### config.mk
export PLATFORM = sky130hd
export DESIGN_NAME = uart_alu_ctrl
export DESIGN_NICKNAME = d
export VERILOG_FILES = /design/src/rtl/uart_alu_pkg.sv /design/src/rtl/frame_timer.sv /design/src/rtl/uart_alu_ctrl.sv
export SDC_FILE = /design/constraint.sdc
export NUM_CORES = 1
export LEC_CHECK = 0
export ABC_AREA = 0
export BUFFER_PORTS_ARGS = -buffer_cell sky130_fd_sc_hd__clkbuf_2
export CAP_MARGIN = 30
export CELL_PAD_IN_SITES_DETAIL_PLACEMENT = 0
export CELL_PAD_IN_SITES_GLOBAL_PLACEMENT = 1
export CORE_MARGIN = 2
export CORE_UTILIZATION = 40
export CTS_CLUSTER_SIZE = 25
export DETAILED_ROUTE_END_ITERATION = 6
export PLACE_DENSITY_LB_ADDON = 0.1
export REMOVE_ABC_BUFFERS = 1
export SYNTH_ARGS = -nofsm -noshare
export SYNTH_HDL_FRONTEND = slang
export SYNTH_SLANG_ARGS = --single-unit
### constraint.sdc
create_clock -name i_clk -period 2.4 [get_ports i_clk]
set_input_delay 0.24 -clock i_clk [delete_from_list [all_inputs] [get_ports i_clk]]
set_output_delay 0.24 -clock i_clk [all_outputs]
set_load 0.1 [all_outputs]
### src/rtl/uart_alu_pkg.sv
// Shared definitions for the UART-to-ALU frame sequencer: FSM state encoding and ALU opcodes.
package uart_alu_pkg;

    typedef enum logic [2:0] {
        WAIT_A  = 3'd0,
        WAIT_B  = 3'd1,
        WAIT_OP = 3'd2,
        EXEC    = 3'd3,
        SEND    = 3'd4
    } state_e;

    localparam int unsigned NB_OPCODE = 6;

    localparam logic [NB_OPCODE-1:0] OP_ADD = 6'h20;
    localparam logic [NB_OPCODE-1:0] OP_SUB = 6'h22;
    localparam logic [NB_OPCODE-1:0] OP_AND = 6'h24;
    localparam logic [NB_OPCODE-1:0] OP_OR  = 6'h25;
    localparam logic [NB_OPCODE-1:0] OP_XOR = 6'h26;
    localparam logic [NB_OPCODE-1:0] OP_NOR = 6'h27;
    localparam logic [NB_OPCODE-1:0] OP_SRA = 6'h03;
    localparam logic [NB_OPCODE-1:0] OP_SRL = 6'h02;

    function automatic logic is_wait_operand(input state_e s);
        return (s == WAIT_B) || (s == WAIT_OP);
    endfunction

endpackage

### src/rtl/frame_timer.sv
// Per-frame inactivity counter; expire is high while the count sits at TIMEOUT-1.
module frame_timer #(
    parameter int unsigned TIMEOUT = 5000000,
    parameter int unsigned TO_BITS = 23
) (
    input  logic clk,
    input  logic rst_n,
    input  logic clear,
    input  logic enable,
    output logic expire
);

    localparam logic [TO_BITS-1:0] LAST = TO_BITS'(TIMEOUT - 1);

    logic [TO_BITS-1:0] count_q;

    always_ff @(posedge clk) begin
        if (!rst_n) begin
            count_q <= '0;
        end else if (clear) begin
            count_q <= '0;
        end else if (enable) begin
            count_q <= count_q + 1'b1;
        end
    end

    // TIMEOUT == 0 leaves the counter free-running but never lets it fire.
    assign expire = (TIMEOUT != 0) && (count_q == LAST);

endmodule

### src/rtl/uart_alu_ctrl.sv
// Frame sequencer: pops A, B, opcode from the RX FIFO, runs the ALU, pushes one result byte.
module uart_alu_ctrl
    import uart_alu_pkg::*;
#(
    parameter int unsigned NB_DATA = 8,
    parameter int unsigned NB_OP   = 6,
    parameter int unsigned TIMEOUT = 5000000,
    parameter int unsigned TO_BITS = 23
) (
    input  logic               i_clk,
    input  logic               i_reset,
    input  logic               i_rx_empty,
    input  logic [NB_DATA-1:0] i_r_data,
    output logic               o_rd_uart,
    input  logic               i_tx_full,
    output logic               o_wr_uart,
    output logic [NB_DATA-1:0] o_w_data,
    output logic [NB_DATA-1:0] o_alu_a,
    output logic [NB_DATA-1:0] o_alu_b,
    output logic [NB_OP-1:0]   o_alu_op,
    input  logic [NB_DATA-1:0] i_alu_result,
    output logic               o_busy,
    output logic               o_timeout
);

    state_e             state_q, state_d;
    logic [NB_DATA-1:0] a_q, a_d;
    logic [NB_DATA-1:0] b_q, b_d;
    logic [NB_OP-1:0]   op_q, op_d;
    logic [NB_DATA-1:0] res_q, res_d;
    logic               timeout_q, timeout_d;
    logic               timer_clear;
    logic               timer_enable;
    logic               timer_expire;
    logic               waiting;

    assign waiting      = is_wait_operand(state_q);
    assign timer_enable = waiting && i_rx_empty;

    frame_timer #(
        .TIMEOUT (TIMEOUT),
        .TO_BITS (TO_BITS)
    ) u_frame_timer (
        .clk    (i_clk),
        .rst_n  (i_reset),
        .clear  (timer_clear),
        .enable (timer_enable),
        .expire (timer_expire)
    );

    always_comb begin
        state_d     = state_q;
        a_d         = a_q;
        b_d         = b_q;
        op_d        = op_q;
        res_d       = res_q;
        o_rd_uart   = 1'b0;
        o_wr_uart   = 1'b0;
        timer_clear = 1'b0;
        timeout_d   = timer_enable && timer_expire;

        case (state_q)
            WAIT_A: begin
                if (!i_rx_empty) begin
                    a_d         = i_r_data;
                    o_rd_uart   = 1'b1;
                    timer_clear = 1'b1;
                    state_d     = WAIT_B;
                end
            end
            WAIT_B: begin
                if (!i_rx_empty) begin
                    b_d         = i_r_data;
                    o_rd_uart   = 1'b1;
                    timer_clear = 1'b1;
                    state_d     = WAIT_OP;
                end else if (timer_expire) begin
                    state_d = WAIT_A;
                end
            end
            WAIT_OP: begin
                if (!i_rx_empty) begin
                    op_d      = i_r_data[NB_OP-1:0];
                    o_rd_uart = 1'b1;
                    state_d   = EXEC;
                end else if (timer_expire) begin
                    state_d = WAIT_A;
                end
            end
            EXEC: begin
                res_d   = i_alu_result;
                state_d = SEND;
            end
            SEND: begin
                if (!i_tx_full) begin
                    o_wr_uart = 1'b1;
                    state_d   = WAIT_A;
                end
            end
            default: state_d = WAIT_A;
        endcase

        // FIFO strobes are suppressed combinationally so nothing is lost in a reset cycle.
        if (!i_reset) begin
            o_rd_uart = 1'b0;
            o_wr_uart = 1'b0;
        end
    end

    always_ff @(posedge i_clk) begin
        if (!i_reset) begin
            state_q   <= WAIT_A;
            a_q       <= '0;
            b_q       <= '0;
            op_q      <= '0;
            res_q     <= '0;
            timeout_q <= 1'b0;
        end else begin
            state_q   <= state_d;
            a_q       <= a_d;
            b_q       <= b_d;
            op_q      <= op_d;
            res_q     <= res_d;
            timeout_q <= timeout_d;
        end
    end

    assign o_alu_a   = a_q;
    assign o_alu_b   = b_q;
    assign o_alu_op  = op_q;
    assign o_w_data  = res_q;
    assign o_busy    = (state_q != WAIT_A);
    assign o_timeout = timeout_q;

endmodule

======== Word level (Yosys, flattened, before mapping) ========
Index checks and enable logic that the tools add are counted.
cells by class
  eq/ne operators ......................... 7
  add/subtract/negate cells ............... 1
  muxes and demuxes ....................... 13
  reduce and logical (&&, ||, !) cells .... 12
  bitwise gates (word level) .............. 2
operators with widths
  cell                   number
  $add 23x1->23 const B  1
  $eq 23x23->1 const B   1
  $mux 3                 5
  $pmux 3 s5             1
  $reduce_and 2->1       4
  $mux 1                 7
  $eq 3x2->1 const B     2
  $ne 2x2->1 const B     2
  $reduce_or 2->1        2
  $eq 3x1->1 const B     1
  $eq 3x3->1 const B     1
  $logic_not 3->1        1
  $reduce_bool 3->1      1
  $reduce_or 3->1        1
  $logic_and 1x1->1      2
  $not 1->1              2
  $logic_or 1x1->1       1
storage, ports and cells
  input bits .............................. 20
  register bits ........................... 57
  word-level logic and storage cells ...... 42

======== Longest topological paths before layout ========
Gate-level depths: netlist of the first run.
  depth in word-level cells ............... 4
  mapped depth ............................ 6
  gate-level depth less buffers ........... 5

======== Hierarchy ========
From an unflattened synthesis of the first run, not the netlist that was laid out.
second synthesis, totals
  cell total of the unflattened synthesis .. 280
  area total of the unflattened synthesis .. 2496.1 um^2
modules (own cells, without submodules)
  module         times used  area an instance (um^2)  cells each
  uart_alu_ctrl  1           1338.8                   147
  frame_timer    1           1157.4                   133

======== Worst setup path before layout of the first run ========
No wires, ideal clock.
  path kind ............................... reg2out
  from .................................... reg state_q[2]
  to ...................................... out o_rd_uart
  arrival time ............................ 2.881 ns
  data required time ...................... 2.160 ns
  path buffers ............................ 1
  slack ................................... -0.721 ns
  cell stages (with the launch flop) ...... 4
  cells stage by stage .................... dfxtp_1 -> clkbuf_1 -> nand2b_1 -> nor3b_1
on the way
  cells in the longest elaborated chain, start to end .. 4
  elaborated cells between the ends (all ways) .. 6
  classes of those cells .................. 2 x eq/ne; 2 x mux; 2 x reduce/logical
RTL lines
  item                                      RTL line              source
  start, declared                           uart_alu_ctrl.sv:26   state_e state_q, state_d;
  start signal, assigned                    uart_alu_ctrl.sv:119  state_q <= state_d;
  $eq 3x1->1, or another cell as far along  uart_alu_ctrl.sv:62   case (state_q)
  $reduce_or 3->1 (no source line) *        --
  $mux 1 *                                  --
  $mux 1 *                                  uart_alu_ctrl.sv:104  if (!i_reset) begin
  end, declared                             uart_alu_ctrl.sv:14   output logic o_rd_uart,
Every way passes the cells marked *; elsewhere a longest branch is shown, timed or not.

======== Worst setup path in the final report of the first run ========
  from .................................... reg state_q[0]
  to ...................................... reg u_frame_timer.count_q[17]
on the way
  cells in the longest elaborated chain, start to end .. 4
  elaborated cells between the ends (all ways) .. 8
  classes of those cells .................. 2 x eq/ne; 1 x mux; 5 x reduce/logical
RTL lines
  item                                           RTL line                                 source
  $eq 3x1->1 or $logic_not 3->1 (tied branches)  uart_alu_pkg.sv:24, uart_alu_ctrl.sv:62
  $reduce_or 2->1 (no source line)               --
  $mux 1                                         --
  $reduce_or 2->1 (no source line)               --
  end signal, assigned                           frame_timer.sv:23                        count_q <= count_q + 1'b1;
  end, declared                                  frame_timer.sv:15                        logic [TO_BITS-1:0] count_q;
Parallel ways exist; a longest one is shown, timed or not.
A chain may end at the register's enable or synchronous reset.

==> results.md, run 1 <==
* Outcome: finished clean
* RSZ-0062 raised after global routing: no
* Setup slack after layout at 0.432 ns
* R2R cell count at 4
* Metal-1 WL at 2.99 mm
* Total track usage at 0.182
* DR iter-0 viols at between 60 and 70
* FP Rows at 29
* Vias in the first global route at 2168
* Clk pin slew, worst setup/hold paths at 0.06 ns
* Final Net Count at approximately 380
* Die Width at 84.8 µm
* Vias at ~2300
* Final HPWL DP at around 4.3 mm
* Max IR drop VDD at between 400 and 500 µV
* Clock period minus worst slack at approximately 2 ns
* Ports at 54
* Crit-path max cell delay at 0.61 ns
* Crit path kind: reg -> reg
* Via-to-Cell Ratio at 5.17
* Worst setup EP type: flip-flop
* Total setup buffers inserted after CTS at 0
* Req. time, crit path at 2.66 ns
* Placer congestion estimate at between 0.7 and 0.8
* Setup WS pre-CTS at approximately 0.44 ns
* Fin. max-slew vios at 0
* FMAX at around 510 MHz
* Initial antenna violation count at 0
* Proportion of layout cells with a drive suffix above 1 at 0.240
* Ys flop type: dfxtp_1
* Final setup fails at 0
* Syn Area/Cell at around 8.6 µm²
* Post-synth ARST share at 0
* Mean routed wirelength per cell at roughly 14 µm
* Top delay family on crit path: simple AND/OR/NAND/NOR gates
* Slowest cell on the critical path: dfxtp_1
* Global-route wire length before repair at roughly 10 mm
* Post-synth EDFFs at 0
* Buffers and inverters on the worst path at 0
* Clock root cell: clkbuf_8
* Critical Path Stages at 4
* Area of the multi-input gates at ~1400 µm²
* Hold Buf Count CTS at 0
* DIE HEIGHT at 84.8 µm
* Cells after Synth at roughly 300
* I/O Buffers at 53
* Seq. cell area at approximately 1100 µm²
* Die area at ~7200 µm²
* Crit start category: flip-flop
* H-tree depth at 3
* Floorplan core area at between 6000 and 7000 µm²
* Antenna Nets Post-Route at 0
* CTS tree: built
* Hold WC Path Type: in -> reg
* #FFs+latches synth at 57
* Initial Util at 0.411
* Met2 WL at around 2.7 mm
* Cell Pwr Density at 769 nW/µm²
* Clk_skew at about 0.0098 ns
* CTS-repair resized insts at 0
* WHS Path Cells at 3
* DRT Pass-1 Iters at 4
* Worst-path cell chain: xnor2_2 -> or4_4 -> or4_1 -> a21oi_1
* TritonCTS Buffers at 9
* Routed wire length at 6.07 mm
* Crit share post-route at 0.820
* Max-cap violations at 0
* CTS Buffer Depth at 2
* Area Growth Syn to Fin at 23.7%
* Setup_tns at 0 ns
* Filler instances at a little over 600
* Max Used Layer: met4
* Slew Limit Headroom at 0.618
* Synthesis warning total at 0
* Largest net degree at the start of global routing at 18
* DRC at 0
* Seq/Total Area, Yosys at 0.437
* Synthesized area at between 2000 and 3000 µm²
* Cell leakage power at between 1 and 1.5 nW
* Met3 wire len at roughly 300 µm
* Ant. Diodes at 0
* Final Hold Viols at 0
* Yosys cell types at 42
* GR Overflow Total at 0
* Worst Max-Slew Pin Slew at around 0.57 ns
* CP max FO at 12
* Arrival time worst endpoint at between 2 and 2.5 ns
* Clock sinks at 57
* Clk_lat worst skew at 0.33 ns
synthesized netlist by cell type, types with 2 or more instances:
| master | count | share of area |
|---|---|---|
| nor4_1 | 6 | 0.014 |
| nor3b_1 | 2 | 0.0057 |
| o21a_1 | 2 | 0.0057 |
| or4_1 | 7 | 0.020 |
| nor3_1 | 5 | 0.0096 |
| or3_1 | 3 | 0.0072 |
| xnor2_1 | 5 | 0.017 |
| or2_2 | 7 | 0.017 |
| nand2_1 | 69 | 0.099 |
| xor2_1 | 3 | 0.010 |
| or4b_1 | 2 | 0.0077 |
| o31ai_1 | 8 | 0.023 |
| buf_4 | 2 | 0.0057 |
| nor4b_1 | 2 | 0.0067 |
| nor2b_1 | 7 | 0.017 |
| o21ai_0 | 2 | 0.0038 |
| nand3_1 | 15 | 0.029 |
| mux2i_1 | 11 | 0.042 |
| o311ai_0 | 2 | 0.0067 |
| nand4_1 | 3 | 0.0072 |
| dfxtp_1 | 57 | 0.44 |
| nor2_1 | 14 | 0.020 |
| nand2b_1 | 2 | 0.0048 |
| clkbuf_1 | 9 | 0.013 |
| and3_1 | 4 | 0.0096 |
| inv_1 | 2 | 0.0029 |
| a21boi_0 | 25 | 0.072 |
| buf_2 | 2 | 0.0038 |
| a21oi_1 | 10 | 0.019 |
| and4_1 | 5 | 0.017 |
through the flow:
stage | util | instances | instance area (µm²) | total power [mW] | hold WS, ns
2_1_floorplan | - | 291 | 2550 | 1.26 | 0.368
3_3_place_gp | 0.468 | 427 | 2970 | 1.35 | 0.449
3_5_place_dp | 0.468 | 427 | 2970 | 1.35 | 0.457
4_1_cts | 0.509 | 443 | 3230 | 2.53 | 0.111
5_1_grt | 0.509 | 443 | 3230 | 2.60 | 0.131
6_report | 0.509 | 443 | 3230 | 2.49 | 0.133
worst paths after layout:
check,from,slack (ns),end
max,state_q[0],0.43,u_frame_timer.count_q[17]
max reg2reg,state_q[0],0.43,u_frame_timer.count_q[17]
min,i_alu_result[1],0.13,o_w_data[1]
min reg2reg,o_w_data[3],0.46,o_w_data[3]
area by class of cell:
type,instances,share of cell area
multi-input combinational,232,0.437
sequential,57,0.353
timing repair buffer,59,0.0960
clock buffer,12,0.0511
clock inverter,4,0.0302
tap,77,0.0298
inverter,2,0.00232
flip-flops by register name, indices dropped and copies added (netlist names):
signal	cells
o_alu_b	8
o_w_data	8
o_alu_a	8
o_timeout	1
u_frame_timer.count_q	23
o_alu_op	6
state_q	3
placed cells by master, fill, tap and decap left out, types with 2 or more instances in the layout:
cell	synthesis	layout
a21oi_1	10	10
inv_1	2	2
nor3b_1	2	2
or4_1	7	7
or2_2	7	7
buf_4	2	6
o311ai_0	2	2
o21a_1	2	2
nand2b_1	2	2
or4b_1	2	2
nor2_1	14	14
o21ai_0	2	2
nor2b_1	7	7
xnor2_1	5	5
o31ai_1	8	7
a21boi_0	25	25
xor2_1	3	3
nand4_1	3	3
clkbuf_8	0	12
or3_1	3	3
mux2i_1	11	11
clkbuf_2	1	53
nor4b_1	2	2
bufinv_16	0	3
dfxtp_1	57	57
and4_1	5	5
nor3_1	5	5
and3_1	4	4
nand3_1	15	15
nand2_1	69	69
nor4_1	6	6
tightest hold or removal path: cells and delay by family:
family | cells | cell delay [ns]
buf+inv | 1 | 0.08
compound gates | 1 | 0.06
simple gates | 1 | 0.04
layer usage:
layer  up-vias  GRT usage
met1      1049      0.230
met5         -          0
met4         0     0.0736
li1       1192          -
met2        42      0.283
met3         6     0.0671
cells by family after synthesis:
logic type,synth area share
buffers and inverters,0.0273
XOR/XNOR,0.0330
multiplexers,0.0421
adder cells (fa/ha/maj),0.00479
AO/OA/AOI/OAI,0.136
AND/OR/NAND/NOR,0.319
flip-flops,0.437
power breakdown:
| group | switching [mW] | internal [mW] | leakage [nW] |
|---|---|---|---|
| combinational | 0.260 | 0.0772 | 0.628 |
| sequential | 0.0220 | 0.969 | 0.461 |
| clock | 0.383 | 0.775 | 0.129 |
Note: power is estimated with default switching activity, not from simulation.
==> run 2, diff against run 1 <==
Settings changed: ABC_AREA 0 to 1, CORE_UTILIZATION 40 to 38.
Clock period 2.4 ns to 2 ns, I/O delays scaled along.
==> results.md, run 2 <==
* Worst setup EP type: output port
* WHS Path Cells at 3 (unchanged)
* Synthesized area at 2590 µm² (-0.72%)
* DR iter-0 viols at 81 (+19%)
* DRC at 0 (unchanged)
* Via-to-Cell Ratio at 4.73 (-8.4%)
* RSZ-0062 raised after global routing: no
* Arrival time worst endpoint at 1.64 ns (-0.59 ns)
* Slew Limit Headroom at 0.630 (+0.0119)
* Final Cell Area at 3160 µm² (-2.2%)
* Syn Area/Cell at 6.97 µm² (-19%)
* Worst-path cell chain: inv_2 -> nor3_1 -> nand2_1 -> nor2_1 -> clkbuf_2
* RR Endpoint: u_frame_timer.count_q[5]
* Fin. max-slew vios at 0 (unchanged)
* Initial antenna violation count at 0 (unchanged)
* Ys flop type: dfxtp_1
* Final Net Count at 453 (+19%)
* Min-Delay Endpoint: o_w_data[7]
* Total setup buffers inserted after CTS at 0 (unchanged)
* Die area at 7500 µm² (+4.3%)
* Clk_lat worst skew at 0.34 ns (about the same)
* GRT Max-Usage Layer: met2
* Seq/Total Area, Yosys at 0.440 (+0.00316)
* Routed wire length at 6.03 mm (-0.74%)
* Crit start category: flip-flop
* Max reg flops at 23 (unchanged)
* Grt met2 use at 0.273 (-0.00932)
* Worst Hold Launch: i_alu_result[7]
* Hold WC Path Type: in -> reg
* Area Growth Syn to Fin at 21.8%
* DIE HEIGHT at 86.6 µm (+2.1%)
* Leading post-synthesis cells by cell area: dfxtp_1, nor2_1, nand2_1, nand3_1, o21ai_0
* Synth cell count leaders: nor2_1, nand2_1, dfxtp_1
* Yosys cell types at 27 (-36%)
* R2R setup slack at 0.38 ns (-0.05 ns)
* FMAX at 544 MHz
* Clock period minus worst slack at about 1.8 ns
* Req. time, crit path at 1.80 ns (-0.86 ns)
* #FFs+latches synth at 57 (unchanged)
* Final Hold Viols at 0 (unchanged)
* Total track usage at 0.176 (-0.00555)
* Post-layout util at 0.473 (-0.0361)
* FP Rows at 30 (+3.4%)
* Mean routed wirelength per cell at 11.7 µm (-15%)
* Clock sinks at 57 (unchanged)
* Post-synth EDFFs at 0 (unchanged)
* GR Overflow Total at 0 (unchanged)
* Vias in the first global route at 2249 (+3.7%)
* Clk pin slew, worst setup/hold paths at 0.07 ns (about the same)
* Met1 GRT Util at 0.234 (+0.00422)
* Synthesis warning total at 0 (unchanged)
* Commonest non-fill, non-tap cell in the layout: nor2_1
* Vias at 2446 (+6.9%)
* R2R cell count at 8 (+4)
* Register with the most flip-flops: u_frame_timer.count_q
* Post-Layout Cell Count at 517 (+17%)
* CTS tree: built
* Crit share post-route at 0.919
* Filler instances at 711 (+15%)
* Worst setup path start: state_q[2]
* Post-synth ARST share at 0 (unchanged)
* Crit-path max cell delay at 0.46 ns (-0.15 ns)
* Slowest cell on the critical path: clkbuf_2
* Crit path kind: reg -> out
* DRT Pass-1 Iters at 4 (unchanged)
* Cells after DPL at 501 (+17%)
* Antenna Nets Post-Route at 0 (unchanged)
* CTS Buffer Depth at 2 (unchanged)
* Critical R2R Launch: state_q[2]
* Cell leakage power at 1.36 nW (+12%)
* Count leader, synth: nor2_1
* H-tree depth at 3 (unchanged)
* Cell Area, Placed at 2940 µm² (-1.0%)
* Ant. Diodes at 0 (unchanged)
* Die Width at 86.6 µm (+2.1%)
* Post-synth top area cell: dfxtp_1
* Clk_skew at 0.00964 ns (-0.000188 ns)
* Setup_tns at 0 ns (unchanged)
* Global-route wire length before repair at 10.5 mm (+2.0%)
* Proportion of layout cells with a drive suffix above 1 at 0.220 (-0.0208)
* Hold Buf Count CTS at 0 (unchanged)
* Floorplan core area at 6680 µm² (+5.2%)
* Placer congestion estimate at 0.758 (-2.4%)
* Worst Max-Slew Pin Slew at 0.558 ns (-0.0155 ns)
* Max IR drop VDD at 286 µV (-37%)
* Most frequent cells in the layout: nor2_1, nand2_1, dfxtp_1
* Initial Util at 0.388 (-0.0232)
* Outcome: finished clean
* Met3 Resource Use GR at 0.0400 (-0.0271)
* Max-cap violations at 0 (unchanged)
* TritonCTS Buffers at 9 (unchanged)
* I/O Buffers at 53 (unchanged)
* Ports at 54 (unchanged)
* Largest net degree at the start of global routing at 19 (+1)
* CTS-repair resized insts at 0 (unchanged)
* Final setup fails at 0 (unchanged)
* Yosys top cell area share at 0.440 (+0.00316)
* Clock root cell: clkbuf_8
* Cell Pwr Density at 911 nW/µm² (+18%)
* Cells after Synth at 372 (+22%)
* Final HPWL DP at 4.34 mm (about the same)
* CP max FO at 4 (-8)
run 2: cell count changes after synthesis, moves of 6 or more:
| cell | before | now |
|---|---|---|
| inv_1 | 2 | 33 |
| nor2_1 | 14 | 81 |
| or4_1 | 7 | 0 |
| nor2b_1 | 7 | 0 |
| a21boi_0 | 25 | 0 |
| a21oi_1 | 10 | 25 |
| o31ai_1 | 8 | 0 |
| nand3_1 | 15 | 27 |
| mux2i_1 | 11 | 0 |
| nor2_4 | 0 | 6 |
| or2_2 | 7 | 0 |
| o21ai_0 | 2 | 26 |
| nor4_1 | 6 | 0 |
run 2: worst max path at each step:
stage / endpoint / slack [ns] / cells past startpoint
after global placement: u_frame_timer.count_q[5] / 0.42 / 8
after CTS: o_wr_uart / 0.11 / 5
after global routing: o_wr_uart / 0.05 / 5
after floorplan: o_wr_uart / -0.12 / 4
final: o_wr_uart / 0.16 / 5
after detailed placement: u_frame_timer.count_q[5] / 0.39 / 8
run 2: logic make-up after synthesis:
| logic type | synth area share |
|---|---|
| xor+xnor | 0.00675 |
| fa+ha+maj | 0.00482 |
| flops | 0.440 |
| compound gates | 0.103 |
| simple gates | 0.368 |
| buf+inv | 0.0777 |
run 2: power by group:
part           internal (mW)  switching [mW]
combinational         0.0819           0.401
clock                  0.733           0.470
sequential              1.17          0.0196
total                   1.99           0.891
run 2: worst max-delay path: cells and delay by family, from the launching register on:
kind                   cells  cell delay (ns)
buffers and inverters      2             0.54
DFF                        1             0.39
and+or+nand+nor            3             0.37
run 2: per-layer routing:
layer,part of all wire,up-vias
met5,0,-
met4,0.019,0
met3,0.042,9
met2,0.44,49
met1,0.50,1072
li1,-,1316
run 2: layout make-up:
cell class	instances	area [µm²]	area share
clock inverters	5	78.8	0.0250
inverters	41	159	0.0503
well taps	80	100	0.0317
flip-flops and latches	57	1140	0.361
multi-input cells	267	1250	0.396
clock buffers	11	141	0.0448
repair buffers	56	288	0.0911
run 2: per-stage QoR:
stage	total power [mW]	worst slack (ns)	hold slack [ns]
global route	3.00	0.0532	0.105
floorplan	1.59	-0.123	0.292
finish	2.88	0.162	0.0801
detailed placement	1.70	0.387	0.430
global placement	1.70	0.420	0.424
CTS	2.91	0.113	0.0681
